`config.mk`:
```
export PLATFORM = sky130hd
export DESIGN_NAME = apb_master
export DESIGN_NICKNAME = d
export VERILOG_FILES = /design/src/rtl/apb_pkg.sv /design/src/rtl/apb_master_timeout.sv /design/src/rtl/apb_master.sv
export SDC_FILE = /design/constraint.sdc
export NUM_CORES = 1
export LEC_CHECK = 0
export BUFFER_PORTS_ARGS = -buffer_cell sky130_fd_sc_hd__clkbuf_2
export CAP_MARGIN = 0
export CORE_MARGIN = 2
export CORE_UTILIZATION = 49
export CTS_BUF_LIST = sky130_fd_sc_hd__clkbuf_16
export DETAILED_ROUTE_END_ITERATION = 12
export PLACE_DENSITY = 0.86
export SYNTH_ARGS = -nofsm -noshare
export SYNTH_HDL_FRONTEND = slang
export SYNTH_SLANG_ARGS = --single-unit
```
`constraint.sdc`:
```
create_clock -name PCLK -period 11.34 [get_ports PCLK]
set_input_delay 2.268 -clock PCLK [delete_from_list [all_inputs] [get_ports PCLK]]
set_output_delay 2.268 -clock PCLK [all_outputs]
set_load 0.02 [all_outputs]
```
`src/rtl/apb_pkg.sv`:
```
// Shared types and constants for the APB requester and its timeout counter.
package apb_pkg;

    localparam int unsigned APB_TIMEOUT_DEF    = 16;
    localparam int unsigned APB_ADDR_WIDTH_DEF = 32;
    localparam int unsigned APB_DATA_WIDTH_DEF = 32;

    typedef enum logic [1:0] {
        IDLE   = 2'd0,
        SETUP  = 2'd1,
        ACCESS = 2'd2
    } apb_state_e;

    typedef struct packed {
        logic                          write;
        logic [APB_ADDR_WIDTH_DEF-1:0] addr;
        logic [APB_DATA_WIDTH_DEF-1:0] wdata;
    } apb_cmd_t;

    // Counter width able to hold 0..t; a disabled timeout (t = 0) still gets one bit.
    function automatic int unsigned apb_cnt_width(input int unsigned t);
        return (t == 0) ? 1 : $clog2(t + 1);
    endfunction

endpackage

```
`src/rtl/apb_master_timeout.sv`:
```
// ACCESS-phase wait-state counter; expired_o flags the last permitted wait cycle.
module apb_master_timeout
    import apb_pkg::*;
#(
    parameter int unsigned TIMEOUT = APB_TIMEOUT_DEF
) (
    input  logic clk_i,
    input  logic rst_i,
    input  logic clear_i,
    input  logic enable_i,
    output logic expired_o
);

    localparam int unsigned CntW = apb_cnt_width(TIMEOUT);
    localparam logic [CntW-1:0] LastCnt = CntW'((TIMEOUT == 0) ? 0 : TIMEOUT - 1);

    logic [CntW-1:0] cnt_q, cnt_d;

    always_comb begin
        cnt_d = cnt_q;
        if (clear_i) begin
            cnt_d = '0;
        end else if (enable_i && (cnt_q != LastCnt)) begin
            cnt_d = cnt_q + 1'b1;
        end
    end

    always_ff @(posedge clk_i or posedge rst_i) begin
        if (rst_i) begin
            cnt_q <= '0;
        end else begin
            cnt_q <= cnt_d;
        end
    end

    assign expired_o = (TIMEOUT != 0) && (cnt_q == LastCnt);

endmodule

```
`src/rtl/apb_master.sv`:
```
// APB3 requester: one SETUP/ACCESS transfer per accepted command, one response pulse per
// command, with a bounded ACCESS phase so an unresponsive slave cannot stall the requester.
module apb_master
    import apb_pkg::*;
#(
    parameter int unsigned ADDR_WIDTH = APB_ADDR_WIDTH_DEF,
    parameter int unsigned DATA_WIDTH = APB_DATA_WIDTH_DEF,
    parameter int unsigned TIMEOUT    = APB_TIMEOUT_DEF
) (
    input  logic                  PCLK,
    input  logic                  PRESET,
    input  logic                  cmd_valid,
    output logic                  cmd_ready,
    input  logic                  cmd_write,
    input  logic [ADDR_WIDTH-1:0] cmd_addr,
    input  logic [DATA_WIDTH-1:0] cmd_wdata,
    output logic                  rsp_valid,
    output logic [DATA_WIDTH-1:0] rsp_rdata,
    output logic                  rsp_err,
    output logic                  PSEL,
    output logic                  PENABLE,
    output logic                  PWRITE,
    output logic [ADDR_WIDTH-1:0] PADDR,
    output logic [DATA_WIDTH-1:0] PWDATA,
    input  logic                  PREADY,
    input  logic [DATA_WIDTH-1:0] PRDATA
);

    apb_state_e state_q, state_d;

    logic                  psel_q, psel_d;
    logic                  penable_q, penable_d;
    logic                  pwrite_q, pwrite_d;
    logic [ADDR_WIDTH-1:0] paddr_q, paddr_d;
    logic [DATA_WIDTH-1:0] pwdata_q, pwdata_d;
    logic                  rsp_valid_q, rsp_valid_d;
    logic                  rsp_err_q, rsp_err_d;
    logic [DATA_WIDTH-1:0] rsp_rdata_q, rsp_rdata_d;

    logic accept;
    logic done;
    logic abort;
    logic tmo_clear;
    logic tmo_enable;
    logic tmo_expired;

    assign cmd_ready = (state_q == IDLE) && !PRESET;
    assign accept    = cmd_valid && cmd_ready;

    // Clearing during SETUP means the count starts at 0 in the first ACCESS cycle.
    assign tmo_clear  = (state_q == SETUP);
    assign tmo_enable = (state_q == ACCESS) && !PREADY;

    apb_master_timeout #(
        .TIMEOUT (TIMEOUT)
    ) u_timeout (
        .clk_i     (PCLK),
        .rst_i     (PRESET),
        .clear_i   (tmo_clear),
        .enable_i  (tmo_enable),
        .expired_o (tmo_expired)
    );

    always_comb begin
        state_d = state_q;
        done    = 1'b0;
        abort   = 1'b0;
        unique case (state_q)
            IDLE: begin
                if (accept) begin
                    state_d = SETUP;
                end
            end
            SETUP: begin
                state_d = ACCESS;
            end
            ACCESS: begin
                // PREADY takes priority over an expiry on the same edge.
                if (PREADY) begin
                    done    = 1'b1;
                    state_d = IDLE;
                end else if (tmo_expired) begin
                    abort   = 1'b1;
                    state_d = IDLE;
                end
            end
            default: begin
                state_d = IDLE;
            end
        endcase
    end

    always_comb begin
        psel_d      = (state_d != IDLE);
        penable_d   = (state_d == ACCESS);
        pwrite_d    = pwrite_q;
        paddr_d     = paddr_q;
        pwdata_d    = pwdata_q;
        rsp_valid_d = done || abort;
        rsp_err_d   = abort;
        rsp_rdata_d = '0;
        if (accept) begin
            pwrite_d = cmd_write;
            paddr_d  = cmd_addr;
            pwdata_d = cmd_wdata;
        end
        if (done && !pwrite_q) begin
            rsp_rdata_d = PRDATA;
        end
    end

    always_ff @(posedge PCLK or posedge PRESET) begin
        if (PRESET) begin
            state_q     <= IDLE;
            psel_q      <= 1'b0;
            penable_q   <= 1'b0;
            pwrite_q    <= 1'b0;
            paddr_q     <= '0;
            pwdata_q    <= '0;
            rsp_valid_q <= 1'b0;
            rsp_err_q   <= 1'b0;
            rsp_rdata_q <= '0;
        end else begin
            state_q     <= state_d;
            psel_q      <= psel_d;
            penable_q   <= penable_d;
            pwrite_q    <= pwrite_d;
            paddr_q     <= paddr_d;
            pwdata_q    <= pwdata_d;
            rsp_valid_q <= rsp_valid_d;
            rsp_err_q   <= rsp_err_d;
            rsp_rdata_q <= rsp_rdata_d;
        end
    end

    assign PSEL      = psel_q;
    assign PENABLE   = penable_q;
    assign PWRITE    = pwrite_q;
    assign PADDR     = paddr_q;
    assign PWDATA    = pwdata_q;
    assign rsp_valid = rsp_valid_q;
    assign rsp_err   = rsp_err_q;
    assign rsp_rdata = rsp_rdata_q;

endmodule

```
==> impl_metrics.env <==
export IMPL_status="complete, no violations"
export IMPL_clock_sinks=108
export IMPL_synth_area_sq_mm=0.004205
export IMPL_seqPwrFrac_pct=45.7
export IMPL_vias_per_cell=4.831
export IMPL_die_h_microns=96.64
export IMPL_crit_slowest_cell="clkbuf_2"
export IMPL_required_ns=9.07
export IMPL_yosys_area_top_type_share_pct=64.27
export IMPL_die_x_microns=96.64
export IMPL_grt_overflow_total=0
export IMPL_drc=0
export IMPL_synth_warnings=0
export IMPL_cts_buffers=9
export IMPL_worstSkewPairLatency_ns=0.34
export IMPL_drt_total_wl_microns=8995
export IMPL_crit_path_start_kind="input pin"
export IMPL_cts_resized=0
export IMPL_cap_violations=0
export IMPL_setup_viol=0
export IMPL_diodes=0
export IMPL_avgSynthCellArea_sq_um=16.36
export IMPL_grt_usage_pct=19.67
export IMPL_cts_path_max_buffers=2
export IMPL_ios=203
export IMPL_ys_ff_latch=108
export IMPL_syn2layout_area_growth_pct=30.85
export IMPL_period_needed_ns=5.008
export IMPL_initial_core_util_pct=50.92
export IMPL_cts_tree="done"
export IMPL_tns_ns=0
export IMPL_cpPeakStageDelay_ns=0.21
export IMPL_p_leak_uw=0.002946
export IMPL_ys_top_cells_by_area="dfrtp_1 (64%), mux2_4 (14%), mux2_2 (7.0%), and2_1 (4.8%), buf_12 (2.4%)"
export IMPL_vias=2749
export IMPL_first_pass_iters=4
export IMPL_synth_distinct_cells=32
export IMPL_crit_chain="clkbuf_2 -> nor3_4 -> clkbuf_2"
export IMPL_critPathArrivalTime_ns=2.74
export IMPL_max_freq_mhz=199.7
export IMPL_drt_initial_drc_count=42
export IMPL_worstSetupPathType="input pin to output pin"
export IMPL_rsz0062_at_grt="no"
export IMPL_cp_max_fo=2
export IMPL_drtAntennaViolNets=0
export IMPL_clkTransAtPathRegs_ns=0.07
export IMPL_power_density_mw_per_mm2=200.6
export IMPL_syn_inst=257
export IMPL_ir_drop_uv=102.9
export IMPL_finalCritPeriodShare_pct=44.16
export IMPL_hold_viol=0
export IMPL_grt_max_degree=72
export IMPL_dp_cells=553
export IMPL_cts_hold_buf=0
export IMPL_p_sw_uw=354.1
export IMPL_nets=562
export IMPL_rows=33
export IMPL_fp_coreArea_sq_mm=0.008258
export IMPL_instances_no_fill=569
export IMPL_synth_largest_area_cell="dfrtp_1"
export IMPL_cpMostUsedCell="clkbuf_2"
export IMPL_clkPwrFrac_pct=26.6
export IMPL_post_cts_buffers=0
export IMPL_cts_root_buf="clkbuf_16"
export IMPL_wire_per_inst_microns=15.81
export IMPL_grt_pass1_wl_microns=14790
export IMPL_htree_num_levels=3
export IMPL_worst_pin_slew_ns=0.8761
export IMPL_drv_slew=0
export IMPL_io_buffer_count=202
export IMPL_syn_num_nets=360
export IMPL_maxSlewHeadroom_pct=41.60
export IMPL_combinationalPowerShare_pct=27.7
export IMPL_switching_share_pct=32.08
export IMPL_hold_class="flop to flop"
export IMPL_skew_ns=0.007912
export IMPL_dp_hpwl_microns=6615
export IMPL_antenna_found_initial=0
export IMPL_yosysSeqAreaShare_pct=64.27
export IMPL_crit_path_end_kind="output pin"
export IMPL_grt_pass1_vias=2913
export IMPL_gp_congestion=0.8454
export IMPL_dp_slack_ns=6.327
export IMPL_dieArea_sq_mm=0.009339
export IMPL_p_int_uw=749.8
export IMPL_drive_gt1_share_pct=62.07
export IMPL_fin_ws_ns=6.332
==> power by group through the flow <==
stage	Clock (uW)	Combinational (uW)	Sequential [uW]
after CTS	302	310	505
after detailed placement	0	309	512
after floorplan	0	122	589
after global routing	317	327	515
after global placement	0	300	507
final	293	306	505
==> final cells by class <==
cell class              count  area (sq um)
well taps                 105         131.4
fillers                   601          2755
clock buffers               9         225.2
flip-flops and latches    108          2703
clock inverters             7         51.30
repair buffers            204          1026
multi-input cells         132          1348
inverters                   4         18.77
==> routing by layer <==
layer	global-route usage [%]	share of wire [%]	up-vias	wire, microns
li1	-	-	1275	-
met3	8.237	11	8	947
met4	4.550	0.86	0	77
met5	0	0	-	0
met2	32.21	48	154	4338
met1	24.49	40	1312	3631
==> cell usage in the layout (no fill, tap or decap), types with 3 or more instances in the layout <==
cell type / Yosys / final
clkbuf_16: 0 / 9
mux2_2: 26 / 26
dfrtp_1: 108 / 108
mux2_4: 39 / 39
and2_1: 32 / 32
a22o_1: 5 / 5
nor2_1: 3 / 3
clkbuf_2: 0 / 202
nand2_1: 4 / 4
==> metrics by stage <==
| step | hold slack, ns | total power (uW) | utilization (%) | instance area (sq um) |
|---|---|---|---|---|
| after floorplan | 0.4887 | 711.1 | - | 4205 |
| after global placement | 0.4905 | 807.5 | 63.21 | 5220 |
| after detailed placement | 0.4930 | 820.4 | 63.21 | 5220 |
| after CTS | 0.5132 | 1117 | 66.56 | 5497 |
| after global routing | 0.5247 | 1159 | 66.64 | 5503 |
| final | 0.5095 | 1104 | 66.64 | 5503 |
==> cells in the mapped netlist <==
cell / instances
buf_2: 1
and4b_1: 2
nand2b_4: 1
and2_1: 32
mux2_2: 26
nor2b_1: 1
dfrtp_1: 108
nor4_1: 1
nand2b_1: 1
a21oi_1: 2
a22o_1: 5
nand3_1: 1
ha_1: 2
inv_2: 1
buf_4: 2
mux2_4: 39
a21o_1: 1
nor3_4: 1
nor2_1: 3
and3_1: 1
nor3b_2: 1
clkbuf_1: 4
o211ai_1: 1
or3_1: 1
a311o_1: 1
nor3b_1: 2
buf_6: 1
buf_12: 5
nand2_1: 4
o21ai_0: 2
o311ai_0: 1
inv_1: 3
==> flip-flops by register name, summed over array words and instances, names as in the netlist <==
register and count:
PADDR 32, PWDATA 32, rsp_rdata 32, u_timeout.cnt_q 5, state_q 2, PENABLE 1
PSEL 1, PWRITE 1, rsp_err 1, rsp_valid 1
==> kinds of logic (layout without fill, tap and decap cells) <==
group	count (synthesis)	in the layout	share of synthesized area [%]
flops	108	108	64.27
mux	65	65	20.89
simple gates	52	52	8.093
buf+inv	17	224	3.838
compound gates	13	13	2.321
fa+ha+maj	2	2	0.5950
==> path summary, 6_finish.rpt <==
check,startpoint,endpoint,slack (ns),depth (start not counted)
worst max-delay path,PRESET,cmd_ready,6.33,3
worst min-delay path,PWDATA[19],PWDATA[19],0.51,1
worst max register to register,state_q[0],PWDATA[24],8.83,5
worst min register to register,PWDATA[19],PWDATA[19],0.51,1
max in group asynchronous,PRESET,rsp_rdata[6],8.12,3
min in group asynchronous,PRESET,state_q[1],1.97,2
==> critical path: cells and delay by family <==
kind	cells	cell delay, ns
AND/OR/NAND/NOR	1	0.13
buffers and inverters	2	0.34
Power figures use the tool's default switching activity.
